==> src/rtl/hwag_coil_sched.sv <==
// rtl/hwag_coil_sched.sv - multi-channel ignition coil scheduler driven by the hwag angle counter
//
// One shared comparator walks all channels, one per clk, after every angle
// tick. Channel config is written to pending registers and copied to the
// active set only when a scan begins at angle 0, so a revolution never tears.
//
// Ports:
//   clk, rst_n          system clock (posedge), asynchronous active-low reset
//   en, sync            global enable and angle-counter lock; both must be high to schedule
//   angle_stb, angle    1-clk tick pulse and the new angle value (0..ANG_TOP)
//   cfg_we, cfg_ch,
//   cfg_sel, cfg_data   pending config write: sel 0 = fire angle, 1 = charge width
//   ovf_clr             clears the sticky overrun flag
//   coil_out            per-channel coil drive, 1 = charging
//   busy                a channel scan is in progress
//   ovf                 sticky: a tick arrived while a scan and a pended tick were both outstanding
module hwag_coil_sched #(
    parameter int CH_NUM    = 4,
    parameter int ANG_W     = 12,
    parameter int ANG_TOP   = 3839,
    parameter int DWELL_W   = 24,
    parameter int DWELL_MAX = 20000
) (
    input  logic              clk,
    input  logic              rst_n,
    input  logic              en,
    input  logic              sync,
    input  logic              angle_stb,
    input  logic [ANG_W-1:0]  angle,
    input  logic              cfg_we,
    input  logic [2:0]        cfg_ch,
    input  logic              cfg_sel,
    input  logic [ANG_W-1:0]  cfg_data,
    input  logic              ovf_clr,
    output logic [CH_NUM-1:0] coil_out,
    output logic              busy,
    output logic              ovf
);

    localparam int IDX_W = (CH_NUM > 1) ? $clog2(CH_NUM) : 1;
    localparam logic [IDX_W-1:0]   IDX_LAST   = IDX_W'(CH_NUM - 1);
    localparam logic [ANG_W-1:0]   ANG_MAX    = ANG_W'(ANG_TOP);
    localparam logic [ANG_W:0]     ANG_REV    = (ANG_W + 1)'(ANG_TOP + 1);
    localparam logic [DWELL_W-1:0] DWELL_LAST = DWELL_W'(DWELL_MAX - 1);

    typedef enum logic {ST_IDLE, ST_SCAN} state_t;

    state_t           state_q, state_d;
    logic [IDX_W-1:0] idx_q, idx_d;
    logic [ANG_W-1:0] ang_q, ang_d;
    logic             pend_q, pend_d;
    logic [ANG_W-1:0] pend_ang_q, pend_ang_d;
    logic             ovf_q;
    logic             ovf_set;
    logic             start_scan;
    logic             eval_en;
    logic             run;
    logic             cfg_ok;
    logic             load;

    assign run    = en & sync;
    assign cfg_ok = cfg_we && ({29'b0, cfg_ch} < 32'(CH_NUM)) && (cfg_data <= ANG_MAX);
    // Shadow load happens on the same edge the scan starts, so channel 0
    // already compares against the new revolution's values.
    assign load   = start_scan && (ang_d == '0);

    assign busy = (state_q == ST_SCAN);
    assign ovf  = ovf_q;

    always_comb begin
        state_d    = state_q;
        idx_d      = idx_q;
        ang_d      = ang_q;
        pend_d     = pend_q;
        pend_ang_d = pend_ang_q;
        ovf_set    = 1'b0;
        start_scan = 1'b0;
        eval_en    = 1'b0;
        if (!run) begin
            state_d = ST_IDLE;
            pend_d  = 1'b0;
        end else begin
            case (state_q)
                ST_IDLE: begin
                    // A pended tick is older than one arriving now; the new
                    // one takes its place in the 1-deep pending slot.
                    if (pend_q) begin
                        start_scan = 1'b1;
                        ang_d      = pend_ang_q;
                        pend_d     = angle_stb;
                        pend_ang_d = angle;
                        state_d    = ST_SCAN;
                        idx_d      = '0;
                    end else if (angle_stb) begin
                        start_scan = 1'b1;
                        ang_d      = angle;
                        state_d    = ST_SCAN;
                        idx_d      = '0;
                    end
                end
                ST_SCAN: begin
                    eval_en = 1'b1;
                    if (idx_q == IDX_LAST) begin
                        state_d = ST_IDLE;
                    end else begin
                        idx_d = idx_q + IDX_W'(1);
                    end
                    if (angle_stb) begin
                        if (pend_q) begin
                            ovf_set = 1'b1;
                        end else begin
                            pend_d     = 1'b1;
                            pend_ang_d = angle;
                        end
                    end
                end
                default: state_d = ST_IDLE;
            endcase
        end
    end

    always_ff @(posedge clk or negedge rst_n) begin
        if (!rst_n) begin
            state_q    <= ST_IDLE;
            idx_q      <= '0;
            ang_q      <= '0;
            pend_q     <= 1'b0;
            pend_ang_q <= '0;
            ovf_q      <= 1'b0;
        end else begin
            state_q    <= state_d;
            idx_q      <= idx_d;
            ang_q      <= ang_d;
            pend_q     <= pend_d;
            pend_ang_q <= pend_ang_d;
            ovf_q      <= ovf_set | (ovf_q & ~ovf_clr);
        end
    end

    for (genvar g = 0; g < CH_NUM; g++) begin : g_ch
        logic [ANG_W-1:0]   pend_ign_q, pend_chrg_q;
        logic [ANG_W-1:0]   act_ign_q, act_chrg_q, start_q;
        logic [ANG_W-1:0]   start_calc;
        logic [DWELL_W-1:0] dwell_q;
        logic               coil_q;
        logic               sel_me, fire, charge, dwell_done;

        // Charge start is the fire angle minus the window, modulo one revolution.
        assign start_calc = (pend_ign_q >= pend_chrg_q) ? (pend_ign_q - pend_chrg_q)
                          : ANG_W'({1'b0, pend_ign_q} + ANG_REV - {1'b0, pend_chrg_q});

        assign sel_me     = eval_en && (idx_q == IDX_W'(g));
        assign fire       = sel_me && (ang_q == act_ign_q);
        assign charge     = sel_me && (act_chrg_q != '0) && (ang_q == start_q);
        assign dwell_done = (dwell_q == DWELL_LAST);
        assign coil_out[g] = coil_q;

        always_ff @(posedge clk or negedge rst_n) begin
            if (!rst_n) begin
                pend_ign_q  <= '0;
                pend_chrg_q <= '0;
            end else if (cfg_ok && (cfg_ch == 3'(g))) begin
                if (cfg_sel) begin
                    pend_chrg_q <= cfg_data;
                end else begin
                    pend_ign_q <= cfg_data;
                end
            end
        end

        always_ff @(posedge clk or negedge rst_n) begin
            if (!rst_n) begin
                act_ign_q  <= '0;
                act_chrg_q <= '0;
                start_q    <= '0;
            end else if (load) begin
                act_ign_q  <= pend_ign_q;
                act_chrg_q <= pend_chrg_q;
                start_q    <= start_calc;
            end
        end

        // Dwell limit runs every clk regardless of the scan; once forced off
        // the coil only restarts on a later start-angle match.
        always_ff @(posedge clk or negedge rst_n) begin
            if (!rst_n) begin
                coil_q  <= 1'b0;
                dwell_q <= '0;
            end else if (!run) begin
                coil_q  <= 1'b0;
                dwell_q <= '0;
            end else if (coil_q) begin
                if (dwell_done || fire) begin
                    coil_q  <= 1'b0;
                    dwell_q <= '0;
                end else begin
                    dwell_q <= dwell_q + DWELL_W'(1);
                end
            end else if (charge) begin
                coil_q  <= 1'b1;
                dwell_q <= '0;
            end
        end
    end

endmodule
==> config.mk <==
export PLATFORM = sky130hd
export DESIGN_NAME = hwag_coil_sched
export DESIGN_NICKNAME = d
export VERILOG_FILES = /design/src/rtl/hwag_coil_sched.sv
export SDC_FILE = /design/constraint.sdc
export NUM_CORES = 1
export LEC_CHECK = 0
export CORE_MARGIN = 4
export CORE_UTILIZATION = 64
export DETAILED_ROUTE_END_ITERATION = 10
export PLACE_DENSITY = 0.89
export SYNTH_ARGS = -nofsm -noshare
export SYNTH_HDL_FRONTEND = slang
export SYNTH_SLANG_ARGS = --single-unit
==> constraint.sdc <==
create_clock -name clk -period 3.55 [get_ports clk]
set_clock_uncertainty 0.2 [all_clocks]
set_input_delay 0.71 -clock clk [delete_from_list [all_inputs] [get_ports clk]]
set_output_delay 0.71 -clock clk [all_outputs]
set_load 0.005 [all_outputs]
==> impl_metrics.ini <==
[worst_setup_path]
cp_max_fo = 4
critPathKind = reg -> reg
crit_slowest_cell = fa_1
critPathArrivalTime_ps = 3560
cp_cell_sequence = inv_1 > ha_1 > inv_1 > fa_1 > o31a_1 > o211a_1 > o31ai_1 > a21oi_1 > or4_1 > nand3_1
rrSetupSlack_ps = 260
cp_common_cell = inv_1
end_kind = flop
crit_path_start_kind = flop
critPathMaxStageDelay_ps = 510
required_ps = 3820

[die]
dieArea_mm2 = 0.0372
core_mm2 = 0.0336
start_util = 0.651
die_h_um = 193
chipWidth_um = 193
row_count = 67
io_pins = 41

[timing]
slew_viol_final = 0
period_share = 0.927
relSlewSlack = 0.226
maxClockFrequency_mhz = 304
setup_violations = 0
hold_ws_ps = -9.97
fin_ws_ps = 261
setup-tns-final_ps = 0
tightest_slew_ps = 1150
rsz0062_at_grt = no
final-hold-violation-count = 23
min_period_ps = 3290

[finish]
most-common-layout-cells = 369 x dfrtp_1, 326 x nand2_1, 205 x o21ai_1
final_nets = 2577
postLayoutCoreUtil = 0.720
mostFrequentLayoutCell = dfrtp_1
drive_gt1_frac = 0.0890
synthToLayoutAreaGrowth_pct = 10.7

[power_and_ir_drop]
switchingPower_mw = 6.63
p_int_mw = 10.5
clockPowerShare = 0.246
irDropWorstVdd_mv = 0.413
power.leakage_nw = 10.9
swShare = 0.387
pwr-share-seq = 0.340
combPwrFrac = 0.413
powerDensity_mw_per_mm2 = 706

[synth]
ys_warn_count = 0
netlist_area_mm2 = 0.0219
syn_nets = 2556
synthArstFlopShare = 1.00
syn-instance-count = 2377
dominantRegCellSynth = dfrtp_1
syn_area_per_cell_um2 = 9.20
ys_seq_area_frac = 0.422
synth-seq-cells = 369
ys_types = 71
synth_edf_count = 0

[clock_network]
cts_tree = done
cts_buffer_depth = 3
htreeDepth = 2
cts_root_buf = clkbuf_16
post_cts_resized = 0
path_clk_slew_ps = 60
cts_inserted_buffers = 40
numClockSinks = 369
clk_latency_ps = 540
cts_hold_buffers = 0
cts_setup_buffers = 0

[place]
dp_slack_ps = 232
hpwl_um = 39500
gp_congestion = 0.948
numPortBuffers = 40

[job]
drv_cap = 0

[hold_path]
hp-class = in -> async

[drt]
firstDrtPassIters = 7
totalWireLength_um = 56300
vias = 18205
ant_nets = 0
initialDrtViolationCount = 2045
drcViolationCount = 0
routedWlPerCell_um = 19.6
vias_per_cell = 6.33

[global_routing]
overflow = 0
grt_pass1_wl_um = 91900
track_usage = 0.306
grt_antenna_before_repair = 2
grt_max_degree = 101
grt_pass1_vias = 17928

[run_status]
violations = hold timing
status = finished with violations
==> cells in the mapped netlist, types with 51 or more instances <==
cell type	n	area, µm²
o31ai_1	51	383
nor2_1	112	420
mux2_2	80	901
ha_1	108	1350
o21ai_0	117	586
clkbuf_1	55	206
a21oi_1	71	355
o21ai_1	203	1020
inv_1	162	608
xnor2_1	100	876
dfrtp_1	369	9230
xor2_1	62	543
nand3_1	71	355
nand2_1	327	1230
==> power by group through the flow <==
stage / clock, mW / sequential [mW] / combinational, mW
after floorplan: 0 / 5.49 / 5.20
after global placement: 0 / 5.79 / 6.47
after detailed placement: 0 / 5.85 / 6.77
after CTS: 4.25 / 5.80 / 6.91
after global routing: 4.42 / 5.88 / 7.76
final: 4.21 / 5.82 / 7.07
==> state kept, by name (all words and copies together), names as in the netlist <==
signal,flops
g_ch.dwell_q,96
g_ch.act_ign_q,48
g_ch.coil_q,4
idx_q,2
busy,1
pend_ang_q,12
g_ch.start_q,48
g_ch.pend_ign_q,48
pend_q,1
g_ch.pend_chrg_q,48
ang_q,12
g_ch.act_chrg_q,48
ovf,1
==> per-layer routing <==
metal | track usage | wire, µm
met1 | 0.416 | 22700
met2 | 0.493 | 26300
met3 | 0.0611 | 5310
met4 | 0.105 | 2040
met5 | 0 | 20
==> worst max-delay path, delay by kind of cell (launching register included) <==
family                     cells  cell delay [ps]
AOI/OAI and AO/OA              4             1130
adders and majority gates      2              740
and+or+nand+nor                2              540
DFF                            1              370
buffers and inverters          2              230
==> cells by family (layout without fill, tap and decap cells) <==
logic type	count (synthesis)	count (layout)	share of synthesized area
AND/OR/NAND/NOR	751	751	0.164
AO/OA/AOI/OAI	589	589	0.159
flip-flops	369	369	0.422
buffers and inverters	273	322	0.0506
XOR/XNOR	162	162	0.0649
adder cells (fa/ha/maj)	144	144	0.0948
multiplexers	89	89	0.0453
other	0	1	0
==> through the flow <==
stage / power [mW] / hold WS (ps) / instances / area [µm²]
CTS: 17.0 / 15.2 / 2874 / 24200
floorplan: 10.7 / 214 / 2377 / 21900
detailed placement: 12.6 / 268 / 2804 / 22900
global placement: 12.3 / 255 / 2804 / 22900
global route: 18.1 / 42.7 / 2874 / 24200
finish: 17.1 / -9.97 / 2875 / 24200
==> worst paths after layout <==
path	to	start	cells past startpoint
worst max register to register	g_ch[2].start_q[10]	g_ch[2].pend_chrg_q[3]	10
worst max-delay path	g_ch[2].start_q[10]	g_ch[2].pend_chrg_q[3]	10
worst min-delay path	g_ch[1].dwell_q[13]	rst_n	1
worst min register to register	g_ch[0].act_chrg_q[0]	g_ch[0].act_chrg_q[0]	2
min in group clk	g_ch[0].act_chrg_q[0]	g_ch[0].act_chrg_q[0]	2
max in group asynchronous	g_ch[3].start_q[10]	rst_n	2
==> final cells by class <==
cell class	instances	area, µm²
antenna	1	2.50
clock buffer	57	1170
clock inverter	13	151
fill	2255	9410
inverter	163	612
multi-input combinational	1735	11600
sequential	369	9230
tap	448	561
timing repair buffer	89	911
No activity file was read; power rests on OpenSTA's default activity.
